## config.mk

```make
export PLATFORM = sky130hd
export DESIGN_NAME = fnd_display_arbiter_flat
export DESIGN_NICKNAME = d
export VERILOG_FILES = /design/src/rtl/fnd_display_arbiter_pkg.sv /design/src/rtl/fnd_display_arbiter_if.sv /design/src/rtl/fnd_display_arbiter_hold_timer.sv /design/src/rtl/fnd_display_arbiter.sv /design/src/flat_wrapper.sv
export SDC_FILE = /design/constraint.sdc
export NUM_CORES = 1
export LEC_CHECK = 0
export ABC_CLOCK_PERIOD_IN_PS = 2700
export CAP_MARGIN = 20
export CORE_UTILIZATION = 38
export DETAILED_ROUTE_END_ITERATION = 8
export PLACE_DENSITY = 0.88
export SLEW_MARGIN = 20
export SYNTH_ARGS = -nofsm -noshare
export SYNTH_HDL_FRONTEND = slang
export SYNTH_SLANG_ARGS = --single-unit
```

## constraint.sdc

```tcl
create_clock -name clk -period 2.7 [get_ports clk]
set_input_delay 0.675 -clock clk [delete_from_list [all_inputs] [get_ports clk]]
set_output_delay 0.675 -clock clk [all_outputs]
set_load 0.005 [all_outputs]
```

## src/rtl/fnd_display_arbiter_pkg.sv

```systemverilog
// Shared FND definitions (package fnd_pkg): state encoding, blank/message codes, source helpers.
// Used by the display arbiter, calculator and segment driver.
package fnd_pkg;

  localparam logic [0:0] FND_ST_IDLE = 1'b0;
  localparam logic [0:0] FND_ST_HOLD = 1'b1;

  localparam logic [31:0] FND_BLANK       = 32'h0000_0000;
  localparam logic [1:0]  FND_ACTIVE_NONE = 2'd3;

  localparam logic [31:0] FND_MSG_ERROR = 32'h00EE_0000;
  localparam logic [31:0] FND_MSG_PLUS  = 32'h0010_0000;
  localparam logic [31:0] FND_MSG_MINUS = 32'h0020_0000;
  localparam logic [31:0] FND_MSG_MUL   = 32'h0030_0000;
  localparam logic [31:0] FND_MSG_DIV   = 32'h0040_0000;
  localparam logic [31:0] FND_MSG_MOD   = 32'h0050_0000;
  localparam logic [31:0] FND_MSG_HAPPY = 32'h00A0_0000;

  typedef logic [1:0] fnd_src_t;

  // Lowest index wins; returns FND_ACTIVE_NONE when nothing is requesting.
  function automatic fnd_src_t fnd_prio(input logic [2:0] req);
    if (req[0]) return 2'd0;
    if (req[1]) return 2'd1;
    if (req[2]) return 2'd2;
    return FND_ACTIVE_NONE;
  endfunction

  function automatic logic [2:0] fnd_onehot(input fnd_src_t src);
    return 3'b001 << src;
  endfunction

endpackage

```

## src/rtl/fnd_display_arbiter_if.sv

```systemverilog
// Request/display bus between the message sources and the FND display arbiter.
interface fnd_display_arbiter_if;
  logic [2:0]  req;
  logic [95:0] req_data;
  logic [31:0] default_data;
  logic [2:0]  grant;
  logic [31:0] fnd_serial;
  logic        busy;
  logic [1:0]  active_src;

  modport master (
    output req, req_data, default_data,
    input  grant, fnd_serial, busy, active_src
  );

  modport slave (
    input  req, req_data, default_data,
    output grant, fnd_serial, busy, active_src
  );
endinterface

```

## src/rtl/fnd_display_arbiter_hold_timer.sv

```systemverilog
// fnd_hold_timer: loadable down-counter that stops at zero; expired is high while count==0.
module fnd_hold_timer #(
  parameter  int unsigned CYCLES = 8,
  localparam int unsigned W      = $clog2(CYCLES + 1)
) (
  input  logic         clk,
  input  logic         rst,
  input  logic         load,
  input  logic [W-1:0] load_val,
  output logic         expired
);

  logic [W-1:0] count;

  always_ff @(posedge clk) begin
    if (rst)
      count <= '0;
    else if (load)
      count <= load_val;
    else if (count != '0)
      count <= count - W'(1);
  end

  assign expired = (count == '0);

endmodule

```

## src/rtl/fnd_display_arbiter.sv

```systemverilog
// Priority arbiter that holds one source's message on the FND for HOLD_CYCLES cycles.
// Optional blinking of the held message is enabled with macro FND_BLINK_EN.
module fnd_display_arbiter
  import fnd_pkg::*;
#(
  parameter int unsigned HOLD_CYCLES  = 50_000_000,
  parameter int unsigned BLINK_CYCLES = 12_500_000
) (
  input  logic                 clk,
  input  logic                 rst,
  fnd_display_arbiter_if.slave bus
);

  localparam int unsigned HW = $clog2(HOLD_CYCLES + 1);

  logic [0:0]  state;
  fnd_src_t    active_q;
  fnd_src_t    win;
  logic [31:0] win_data;
  logic [31:0] serial_q;
  logic [2:0]  grant_q;
  logic [2:0]  higher_mask;
  logic        any_req;
  logic        preempt;
  logic        take;
  logic        hold_expired;

  assign any_req = |bus.req;
  assign win     = fnd_prio(bus.req);

  always_comb begin
    win_data = FND_BLANK;
    case (win)
      2'd0:    win_data = bus.req_data[31:0];
      2'd1:    win_data = bus.req_data[63:32];
      2'd2:    win_data = bus.req_data[95:64];
      default: win_data = FND_BLANK;
    endcase
  end

  // Only sources with a lower index than the held one may cut in.
  always_comb begin
    higher_mask = '0;
    for (int unsigned i = 0; i < 3; i++)
      if (i < 32'(active_q)) higher_mask[i] = 1'b1;
  end

  assign preempt = (state == FND_ST_HOLD) && |(bus.req & higher_mask);
  assign take    = (state == FND_ST_IDLE) ? any_req
                                          : (preempt || (hold_expired && any_req));

  fnd_hold_timer #(.CYCLES(HOLD_CYCLES)) u_hold (
    .clk      (clk),
    .rst      (rst),
    .load     (take),
    .load_val (HW'(HOLD_CYCLES - 1)),
    .expired  (hold_expired)
  );

`ifdef FND_BLINK_EN
  localparam int unsigned BW = $clog2(BLINK_CYCLES + 1);

  logic        blink_expired;
  logic        blink_load;
  logic        blink_show;
  logic [31:0] held_code;

  assign blink_load = take || ((state == FND_ST_HOLD) && blink_expired);

  fnd_hold_timer #(.CYCLES(BLINK_CYCLES)) u_blink (
    .clk      (clk),
    .rst      (rst),
    .load     (blink_load),
    .load_val (BW'(BLINK_CYCLES - 1)),
    .expired  (blink_expired)
  );
`else
  logic unused_blink_cfg;
  assign unused_blink_cfg = ^BLINK_CYCLES;
`endif

  always_ff @(posedge clk) begin
    if (rst) begin
      state    <= FND_ST_IDLE;
      active_q <= FND_ACTIVE_NONE;
      serial_q <= FND_BLANK;
      grant_q  <= '0;
`ifdef FND_BLINK_EN
      blink_show <= 1'b1;
      held_code  <= FND_BLANK;
`endif
    end else begin
      grant_q <= '0;
      if (take) begin
        state    <= FND_ST_HOLD;
        active_q <= win;
        serial_q <= win_data;
        grant_q  <= fnd_onehot(win);
`ifdef FND_BLINK_EN
        blink_show <= 1'b1;
        held_code  <= win_data;
`endif
      end else if (state == FND_ST_IDLE) begin
        serial_q <= bus.default_data;
      end else if (hold_expired) begin
        state    <= FND_ST_IDLE;
        active_q <= FND_ACTIVE_NONE;
        serial_q <= bus.default_data;
      end else begin
`ifdef FND_BLINK_EN
        // Phase flips each time the blink timer runs out; the new phase is shown on this edge.
        if (blink_expired) begin
          blink_show <= ~blink_show;
          serial_q   <= blink_show ? FND_BLANK : held_code;
        end
`endif
      end
    end
  end

  assign bus.grant      = grant_q;
  assign bus.fnd_serial = serial_q;
  assign bus.busy       = (state == FND_ST_HOLD);
  assign bus.active_src = active_q;

endmodule

```

## src/flat_wrapper.sv

```systemverilog
// flat-port wrapper written by rule: the top's interface ports become plain ports
module fnd_display_arbiter_flat import fnd_pkg::*;
#(
  parameter int unsigned HOLD_CYCLES  = 50_000_000,
  parameter int unsigned BLINK_CYCLES = 12_500_000
)
  (clk, rst, bus_req, bus_req_data, bus_default_data, bus_grant, bus_fnd_serial, bus_busy, bus_active_src);
  fnd_display_arbiter_if bus_i ();
  input  logic clk;
  input  logic rst;
  input wire logic [$bits(bus_i.req)-1:0] bus_req;
  input wire logic [$bits(bus_i.req_data)-1:0] bus_req_data;
  input wire logic [$bits(bus_i.default_data)-1:0] bus_default_data;
  output wire logic [$bits(bus_i.grant)-1:0] bus_grant;
  output wire logic [$bits(bus_i.fnd_serial)-1:0] bus_fnd_serial;
  output wire logic [$bits(bus_i.busy)-1:0] bus_busy;
  output wire logic [$bits(bus_i.active_src)-1:0] bus_active_src;
  assign bus_i.req = bus_req;
  assign bus_i.req_data = bus_req_data;
  assign bus_i.default_data = bus_default_data;
  assign bus_grant = bus_i.grant;
  assign bus_fnd_serial = bus_i.fnd_serial;
  assign bus_busy = bus_i.busy;
  assign bus_active_src = bus_i.active_src;
  fnd_display_arbiter #(.HOLD_CYCLES(HOLD_CYCLES), .BLINK_CYCLES(BLINK_CYCLES)) u_core (.clk(clk), .rst(rst), .bus(bus_i));
endmodule
```

* Yosys cells after proc, flatten, opt, wreduce, memory -nomap -nowiden
Cells that the tools add are included.
** Cells by class
- Magnitude comparators :: 3
- Reductions and logical operators :: 14
- Bitwise operators :: 2
- Add/subtract/negate cells :: 1
- Eq/ne operators :: 3
- Mux-type cells :: 28
- Shift operators :: 1
** Operators by type and width (count)
- 32-bit two-way mux :: 3
- 32-bit case mux with 3 select lines :: 1
- 26-bit two-way mux :: 2
- 26-bit logical NOT :: 1
- 26-bit nonzero test :: 1
- 26-bit by 1-bit subtractor with 26-bit output, second input constant :: 1
- 2-bit two-way mux :: 9
- 1-bit two-way mux :: 13
- 2-bit nonzero test :: 3
- 3-bit OR reduction :: 2
- 1-bit by 2-bit < comparator with 1-bit output, first input constant :: 2
- 2-bit OR reduction :: 2
- 3-bit AND :: 1
- 3-bit != test, second input constant :: 1
- 1-bit by 2-bit left shift with 3-bit output, first input constant :: 1
- 2-bit by 1-bit equality test with 1-bit output, second input constant :: 1
- 2-bit equality test, second input constant :: 1
- 1-bit logical AND :: 2
- 2-bit logical NOT :: 1
- 2-bit < comparator, first input constant :: 1
- 2-bit AND reduction :: 1
- 1-bit logical OR :: 1
- 1-bit NOT :: 1
** Storage, ports and cells
- Register bits after elaboration :: 64
- Word-level logic and storage cells :: 58
- Output and inout port bits :: 38
- Input port bits :: 133

* Depth between registers and ports, before layout
Gate-level depths: netlist of run 1.
- Depth in word-level cells :: 10
- Mapped depth :: 9
- Gate-level depth less buffers :: 7

* Modules after synthesis
A second synthesis of run 1 with hierarchy kept.
** Unflattened totals
- Cell total of the unflattened synthesis :: 443
- Area, all modules :: 3682.3 um^2
** By module, submodules not included
- fnd_display_arbiter :: times used 1, seq. area each 760.7 um^2, area an instance 2210.9 um^2, cells an instance 259
- fnd_hold_timer :: times used 1, seq. area each 520.5 um^2, area an instance 1471.4 um^2, cells an instance 184

* Least setup slack after synthesis of run 1
No wires, ideal clock.
- Path kind :: register -> register
- Start point :: reg u_core.u_hold.count[3]
- End point :: reg u_core.u_hold.count[15]
- Path slack :: 0.647 ns
- Path buffers :: 1
- Period minus slack after synthesis :: 2.053 ns
- Arrival :: 1.991 ns
- Setup time :: 0.062 ns
- Required time :: 2.638 ns
- Cell stages (with the launch flop) :: 7
- Cell sequence :: dfxtp_1 -> or4_4 -> or2_1 -> buf_6 -> or3_1 -> or4_1 -> nand3_1
** On the way
- Cells in the longest elaborated chain, start to end :: 5
- Elaborated cells between the ends (all ways) :: 9
- Classes of those cells :: add/sub (1); mux (3); reduce/logical (5)
** Ends and longest elaborated chain
- start: declaration :: RTL line fnd_display_arbiter_hold_timer.sv:13 : logic [W-1:0] count;
- start signal: assignment :: RTL line fnd_display_arbiter_hold_timer.sv:19 : count <= load_val;
- start signal: assignment :: RTL line fnd_display_arbiter_hold_timer.sv:21 : count <= count - W'(1);
- parallel branches: the longest is 5 deep, another holds 26-bit by 1-bit subtractor with 26-bit output
Several ways; the timed one is not identified. The select of a mux whose other input is x is not followed.
A chain may end at the register's enable or synchronous reset.

* Final worst setup path of run 1
- Start point :: reg u_core.u_hold.count[3]
- End point :: reg u_core.active_q[1], in the netlist u_core.bus.active_src[1]
** On the way
- Cells in the longest elaborated chain, start to end :: 6
- Elaborated cells between the ends (all ways) :: 8
- Classes of those cells :: mux (2); reduce/logical (6)
** Ends and longest elaborated chain
- 26-bit logical NOT (*) :: RTL line fnd_display_arbiter_hold_timer.sv:24 : assign expired = (count == '0);
- 1-bit logical AND :: RTL line fnd_display_arbiter.sv:50 : : (preempt || (hold_expired && any_req));
- 1-bit logical OR :: RTL line fnd_display_arbiter.sv:50
- 1-bit two-way mux :: RTL line fnd_display_arbiter.sv:49 : assign take = (state == FND_ST_IDLE) ? any_req
- 2-bit nonzero test (no source line)
- 2-bit AND reduction (no source line)
- end signal: assignment :: RTL line fnd_display_arbiter.sv:96 : active_q <= win;
- end: declaration :: RTL line fnd_display_arbiter.sv:17 : fnd_src_t active_q;
Mark *: on every way between the ends. The rest lies on a longest branch, timed or not.

==> results of run 1 <==
report_power, final:
part / switching, mW / internal [mW] / leakage [nW]
Sequential: 0.0753 / 1.03 / 0.532
Clock: 0.368 / 0.450 / 0.0993
Combinational: 0.262 / 0.394 / 1.32
worst max path at each step:
stage               slack (ns)  cells after the start                         to               startpoint
floorplan                 0.65                      6    u_core.u_hold.count[15]   u_core.u_hold.count[3]
global placement          0.25                      4    u_core.u_hold.count[13]               bus_req[1]
detailed placement        0.13                      7   u_core.bus.active_src[1]               bus_req[2]
CTS                       0.17                      6   u_core.bus.active_src[1]  u_core.u_hold.count[22]
global route              0.14                      6  u_core.bus.fnd_serial[16]  u_core.u_hold.count[11]
finish                    0.30                      6   u_core.bus.active_src[1]   u_core.u_hold.count[3]
per-layer routing:
layer	GRT usage	part of all wire	vias up
li1	-	-	1908
met1	0.248	0.36	1893
met2	0.421	0.49	182
met3	0.105	0.10	46
met4	0.122	0.044	0
met5	0	0	-
kinds of logic after synthesis:
logic type,count (synthesis),synth area share
and+or+nand+nor,152,0.219
DFF,64,0.376
muxes,2,0.00735
buffers and inverters,44,0.0551
AOI/OAI and AO/OA,143,0.313
adders and majority gates,1,0.00367
xor gates and xnor gates,10,0.0257
cell type report:
class	count	area (um2)
Sequential cell	64	1280
Clock buffer	11	141
Multi-Input combinational cell	308	1960
Fill cell	749	3280
Clock inverter	5	56.3
Timing Repair Buffer	185	1800
Inverter	4	15.0
Tap cell	108	135
what timing repair did:
item / CTS / global route
gates resized for setup: 0 / 1
endpoints found under the setup margin: 0 / 2
hold buffers: 0 / 0
sequential cells by signal, indices dropped and copies added (netlist names):
| signal | flops |
|---|---|
| u_core.bus.grant | 3 |
| u_core.bus.busy | 1 |
| u_core.bus.active_src | 2 |
| u_core.u_hold.count | 26 |
| u_core.bus.fnd_serial | 32 |
critical path: stages (launching register included):
cell and delay, ns:
dfxtp_1 0.36, nor3_1 0.48, nand4_1 0.37, o21ai_4 0.30, buf_4 0.40, o21ai_0 0.19, a22oi_1 0.21
metrics by stage:
step / hold slack, ns / power (mW) / worst slack [ns] / cells
floorplan: 0.452 / 1.39 / 0.647 / 416
global placement: 0.465 / 1.75 / 0.252 / 669
detailed placement: 0.491 / 1.77 / 0.126 / 669
CTS: 0.501 / 2.59 / 0.174 / 685
global route: 0.531 / 2.70 / 0.143 / 685
finish: 0.499 / 2.58 / 0.296 / 685
placed cells by master, fill, tap and decap left out, types with 9 or more instances in the layout:
cell type	instances
clkdlybuf4s50_1	168
nor2_1	82
dfxtp_1	64
a211oi_1	33
a22oi_1	33
a221oi_1	32
buf_4	15
o21ai_0	14
nand2_1	12
nand3_1	10
clkbuf_8	10
a21oi_1	9
==> metrics list, run 1 <==
* Number of antenna violations at the first check in global routing: 0
- Post-detailed-routing wire length: ~12 mm
- Counting the buffers created by CTS gives 9.
- The later pin in the worst-skew pair is clocked with a latency of 0.35 ns.
* Global-route wire length before repair: approximately 18 mm
- Tcrit/Tclk final: 0.890
- The via count of the first global-routing pass was 3974.
* Nature of the critical path startpoint: flop
- The initial utilization of the core area, before any placement, comes to 0.392.
- For this block, the via count after detailed routing is a little over 4000.
- Cells taking the most area after synthesis: dfxtp_1 38%, nor2_1 9.0%, a221oi_1 8.2%
- Synthesized net count: 550
* Hold Violations, Final: 0
* Terminus of the critical flop-to-flop path: u_core.bus.active_src[1]
- Maximum number of pins on one net before global-route repair: 51
- Synth Register Bits: 64
* Number of warning messages in the yosys log: 0
- For this run, the total global-route usage over all layers was measured as 0.243.
- The share of the Yosys chip area taken by registers is 0.376.
- Power spread over the standard cell area amounts to approximately 480 mW/mm2.
- Final count of negative-setup-slack endpoints: 0
* Worst slew pin tran: a little over 0.5 ns
* Top post-synthesis cells by count: 82 x nor2_1, 64 x dfxtp_1, 33 x a211oi_1, 33 x a22oi_1, 32 x a221oi_1
* Htree depth: 3
* CP Capture Type: flop
- Post-synthesis cell type count: 50
- The finished cells cover about 0.0054 mm2.
* Post-synthesis area per instance: between 8 and 9 um2
* Maximum count of clock buffers along a single path: 2
* Dominant cell by count in the synthesized netlist: nor2_1
* Worst Clk Skew: a little under 0.009 ns
- After clock tree synthesis, the clock-pin slew on the worst setup and hold paths is about 0.07 ns.
- For this run, the leading register cell type out of synthesis is dfxtp_1.
- Mapped Cells: 416
- Post-route setup TNS: 0 ns
* Final core utilization: 0.622
- TritonCTS built the clock tree.
* Number of nets still failing antenna checks after routing: 0
* Outcome: finished clean
- The synthesized design spends more area on one cell type than any other, namely dfxtp_1.
* GR Overflow Total: 0
- Via density per instance: 5.88
- Pin placement for this block handled 171 I/O pins.
* RR Startpoint: u_core.u_hold.count[3]
- Post-synthesis cell area: roughly 0.0034 mm2
- Headroom to the max-slew limit came out at 0.654.
* CORE AREA: around 0.0087 mm2
- The final layout contains 706 nets.
- Hold crit path type: reg -> reg
- VDD sags by at most 259 uV.
* Number of DRC markers in iteration 0: 192
* Worst reg-to-reg setup slack: a little under 0.3 ns
- Detailed placement ended at an HPWL of approximately 8.8 mm.
- The worst hold path passes through 2 cells.
* Top fanout value on the critical path: 43
- During placement, the flow inserted port buffers numbering 170.
- Of the cells placed in the final design, the portion with a size suffix greater than 1 is 0.0815.
- Antenna Cells: 0
- Final count of pins violating max slew: 0
- The startpoint identified for the worst hold timing path is u_core.bus.fnd_serial[25].
- Number of synthesized flops with an enable pin: 0
- Placed Instance Area: just over 0.005 mm2
- At the worst endpoint, the arrival time is 2.67 ns.
* Number of iterations in the first detailed-routing pass: 6
* Relative area change from synthesis to final layout: 58.4%
- The die covers just over 0.009 mm2.
- Std cell rows: 34
* Die Y: 96.7 um
- Once the clock tree was built, the setup fixing pass inserted 0 buffers.
* Area share of the largest cell type after synthesis: 0.376
* Detailed-route wire length per cell: between 15 and 20 um
- Root buffer cell: clkbuf_8
* Overall die width: 96.7 um
- Worst endpoint required time: 2.96 ns
* Fraction of registers with async set or reset after synthesis: 0
- Max Clk Rate: approximately 0.42 GHz
- Detailed-route DRC error count: 0
- After layout, the minimum clock period comes to roughly 2.4 ns.
- By startpoint and endpoint, the worst setup path is classified as reg -> reg.
- Depth of the most critical reg-to-reg path: 6
- The congestion estimate from routability-driven global placement came to just under 0.9.
* Hold Path Sink: u_core.bus.fnd_serial[25]
* Unrepaired setup endpoints after global routing: false
- The clock drives 64 sinks.
* Leakage power summed over all cells: roughly 2.0 nW
- Max Cap Viol: 0
Power figures use the tool's default switching activity.
==> run 2, diff against run 1 <==
--- a/config.mk
+++ b/config.mk
@@ -9,8 +9,9 @@
 export CAP_MARGIN = 20
 export CORE_UTILIZATION = 38
 export DETAILED_ROUTE_END_ITERATION = 8
+export GPL_ROUTABILITY_DRIVEN = 0
 export PLACE_DENSITY = 0.88
-export SLEW_MARGIN = 20
+export SLEW_MARGIN = 30
 export SYNTH_ARGS = -nofsm -noshare
 export SYNTH_HDL_FRONTEND = slang
 export SYNTH_SLANG_ARGS = --single-unit
==> constraint.sdc (replaced) <==
create_clock -name clk -period 2.7 [get_ports clk]
set_input_delay 0.405 -clock clk [delete_from_list [all_inputs] [get_ports clk]]
set_output_delay 0.405 -clock clk [all_outputs]
set_load 0.005 [all_outputs]
==> run 2 against run 1 <==
  * Combinational power increased by 0.9%
  * Final cell count unchanged
  * Power decreased by 4.1%
  * Design area decreased by 0.74%
  * Sequential share of layout area increased by 0.18 points
==> metrics list, run 2 (same netlist as run 1, synthesis figures left out) <==
* Launch point of the critical path: u_core.u_hold.count[11]
- Worst reg-to-reg setup slack: 0.30 ns
- Of the cells placed in the final design, the portion with a size suffix greater than 1 is 0.0797.
- The worst hold path begins at rst.
- Counting the fill cells in the layout gives 725.
- Tcrit/Tclk final: 0.889
* Die Footprint: between 0.009 and 0.01 mm2
- After the first detailed-routing iteration, the DRC count stood at about 250.
- Across the VDD grid, the largest voltage drop is 271 uV.
- Slowest stage delay, CP: 0.51 ns
- Detailed-route wire length per cell: around 17 um
* Antenna Cells: 0
- Root buffer cell: clkbuf_8
- No sink is reached through more buffers than the 2 on the longest clock path.
- Placed Instances: between 600 and 700
* Worst slew pin tran: around 0.59 ns
- For this block, the via count after detailed routing is 4030.
* Number of top-level pins: roughly 170
- STA classifies the critical path endpoint as a flop.
- Setup repair after global routing left no endpoint under its margin.
* Top fanout value on the critical path: 40
- Relative area change from synthesis to final layout: 57.2%
* Worst endpoint required time: between 2 and 3 ns
* Post-place setup slack: 0.381 ns
- For this run, design rule violations remaining after detail routing come to 0.
- CTS Buf Count: 9
- The worst hold path belongs to the class in -> reg.
- Nature of the critical path startpoint: flop
- For this design the ratio of total power to cell area is 462 mW/mm2.
- Via density per instance: roughly 5.9
* GR Overflow Total: 0
* Final count of pins violating max slew: 0
- After the flow finishes, the layout carries non-filler instances totaling 685.
- Headroom to the max-slew limit came out at 0.606.
- Setup violations remaining at the end of the flow were counted as 0.
- Overall die width: ~97 um
- Vias in the first global route: between 4000 and 5000
- Clock transition at the register clock pins on the worst setup and hold paths after CTS: about 0.08 ns
- Series of cell instances along the critical path: nor3_1 -> nand4_1 -> o21ai_4 -> buf_4 -> nor2_1 -> a211oi_1
* Minimum clock period: 2.40 ns
- The final hold violation count came to 0.
* Detailed placer's ending HPWL: 8.88 mm
- Number of buffers added for setup after CTS: 0
- Post-route setup TNS: 0 ns
* Flip-flop count of the largest register after layout: 32
- For this run, the top clock speed supported by timing is about 0.42 GHz.
- Outcome: finished clean
- Count of input and output buffers: between 150 and 200
- In this run the critical register-to-register path is launched from u_core.u_hold.count[11].
* Worst Clk Skew: ~0.018 ns
* Most common library cell in the layout ignoring fill and taps: clkdlybuf4s50_1
- TritonCTS sink count: 64
* Initial Utilization: 0.392
- At the later pin of the worst-skew pair, clock insertion delay measures ~0.35 ns.
- Resize count post-CTS: 0
- The first global-routing pass estimated a little under 20 mm of wire.
* Std cell rows: 34
- Htree depth: 3
- Measured on the finished design, the core utilization comes to 0.617.
- Once detail routing completed, the nets flagged for antenna violations numbered 0.
* Leading cell types in the layout, fill and taps excluded: 168 x clkdlybuf4s50_1, 82 x nor2_1, 64 x dfxtp_1
- Crit path DAT: 2.65 ns
* CORE AREA: just under 0.009 mm2
* Die Y: 96.7 um
* Leakage power summed over all cells: ~1.9 nW
- Number of antenna violations at the first check in global routing: 0
* Post-detailed-routing wire length: between 10 and 15 mm
* Final net count: 706
- Worst setup path class: reg -> reg
- TritonCTS clock tree: done
- Number of iterations in the first detailed-routing pass: 4
* Max Cap Viol: 0
* Slowest stage cell, crit path: nor3_1
- Maximum number of pins on one net before global-route repair: 64
* Total GRT Usage: 0.252
* Hold buffer count at CTS: 0
- Setup ws final: roughly 0.30 ns
==> run 2: per-layer routing <==
metal | routed length [um] | up-vias | track usage
met5 | 0 | - | 0
met4 | 382 | 0 | 0.0941
met3 | 1070 | 35 | 0.0932
met2 | 6030 | 204 | 0.433
met1 | 4430 | 1880 | 0.284
li1 | - | 1911 | -
==> run 2: area by class of cell <==
cell class,count,area [um2],area share
sequential,64,1280,0.239
tap,108,135,0.0252
clock inverter,6,36.3,0.00678
timing repair buffer,185,1800,0.337
multi-input combinational,308,1960,0.365
clock buffer,10,128,0.0238
inverter,4,15.0,0.00280
==> run 2: path summary, 6_finish.rpt <==
check        cells after the start                         to
min reg2reg                      2    u_core.u_hold.count[24]
min                              2  u_core.bus.fnd_serial[29]
max                              6  u_core.bus.fnd_serial[18]
max reg2reg                      6  u_core.bus.fnd_serial[18]
==> run 2: power breakdown <==
group	switching [mW]	internal (mW)
registers	0.0736	1.03
logic	0.266	0.395
clock network	0.380	0.328
==> run 2: through the flow <==
stage / area [um2] / power [mW] / hold WS, ns
after global routing: 5360 / 2.59 / 0.488
after global placement: 5190 / 1.76 / 0.466
after CTS: 5360 / 2.49 / 0.448
final: 5360 / 2.48 / 0.461
after floorplan: 3410 / 1.39 / 0.452
after detailed placement: 5190 / 1.78 / 0.477
==> run 2: critical path, delay by kind of cell, from the launching register on <==
family / cells / cell delay (ns)
simple gates: 3 / 0.98
compound gates: 2 / 0.56
buf+inv: 1 / 0.40
flops: 1 / 0.35
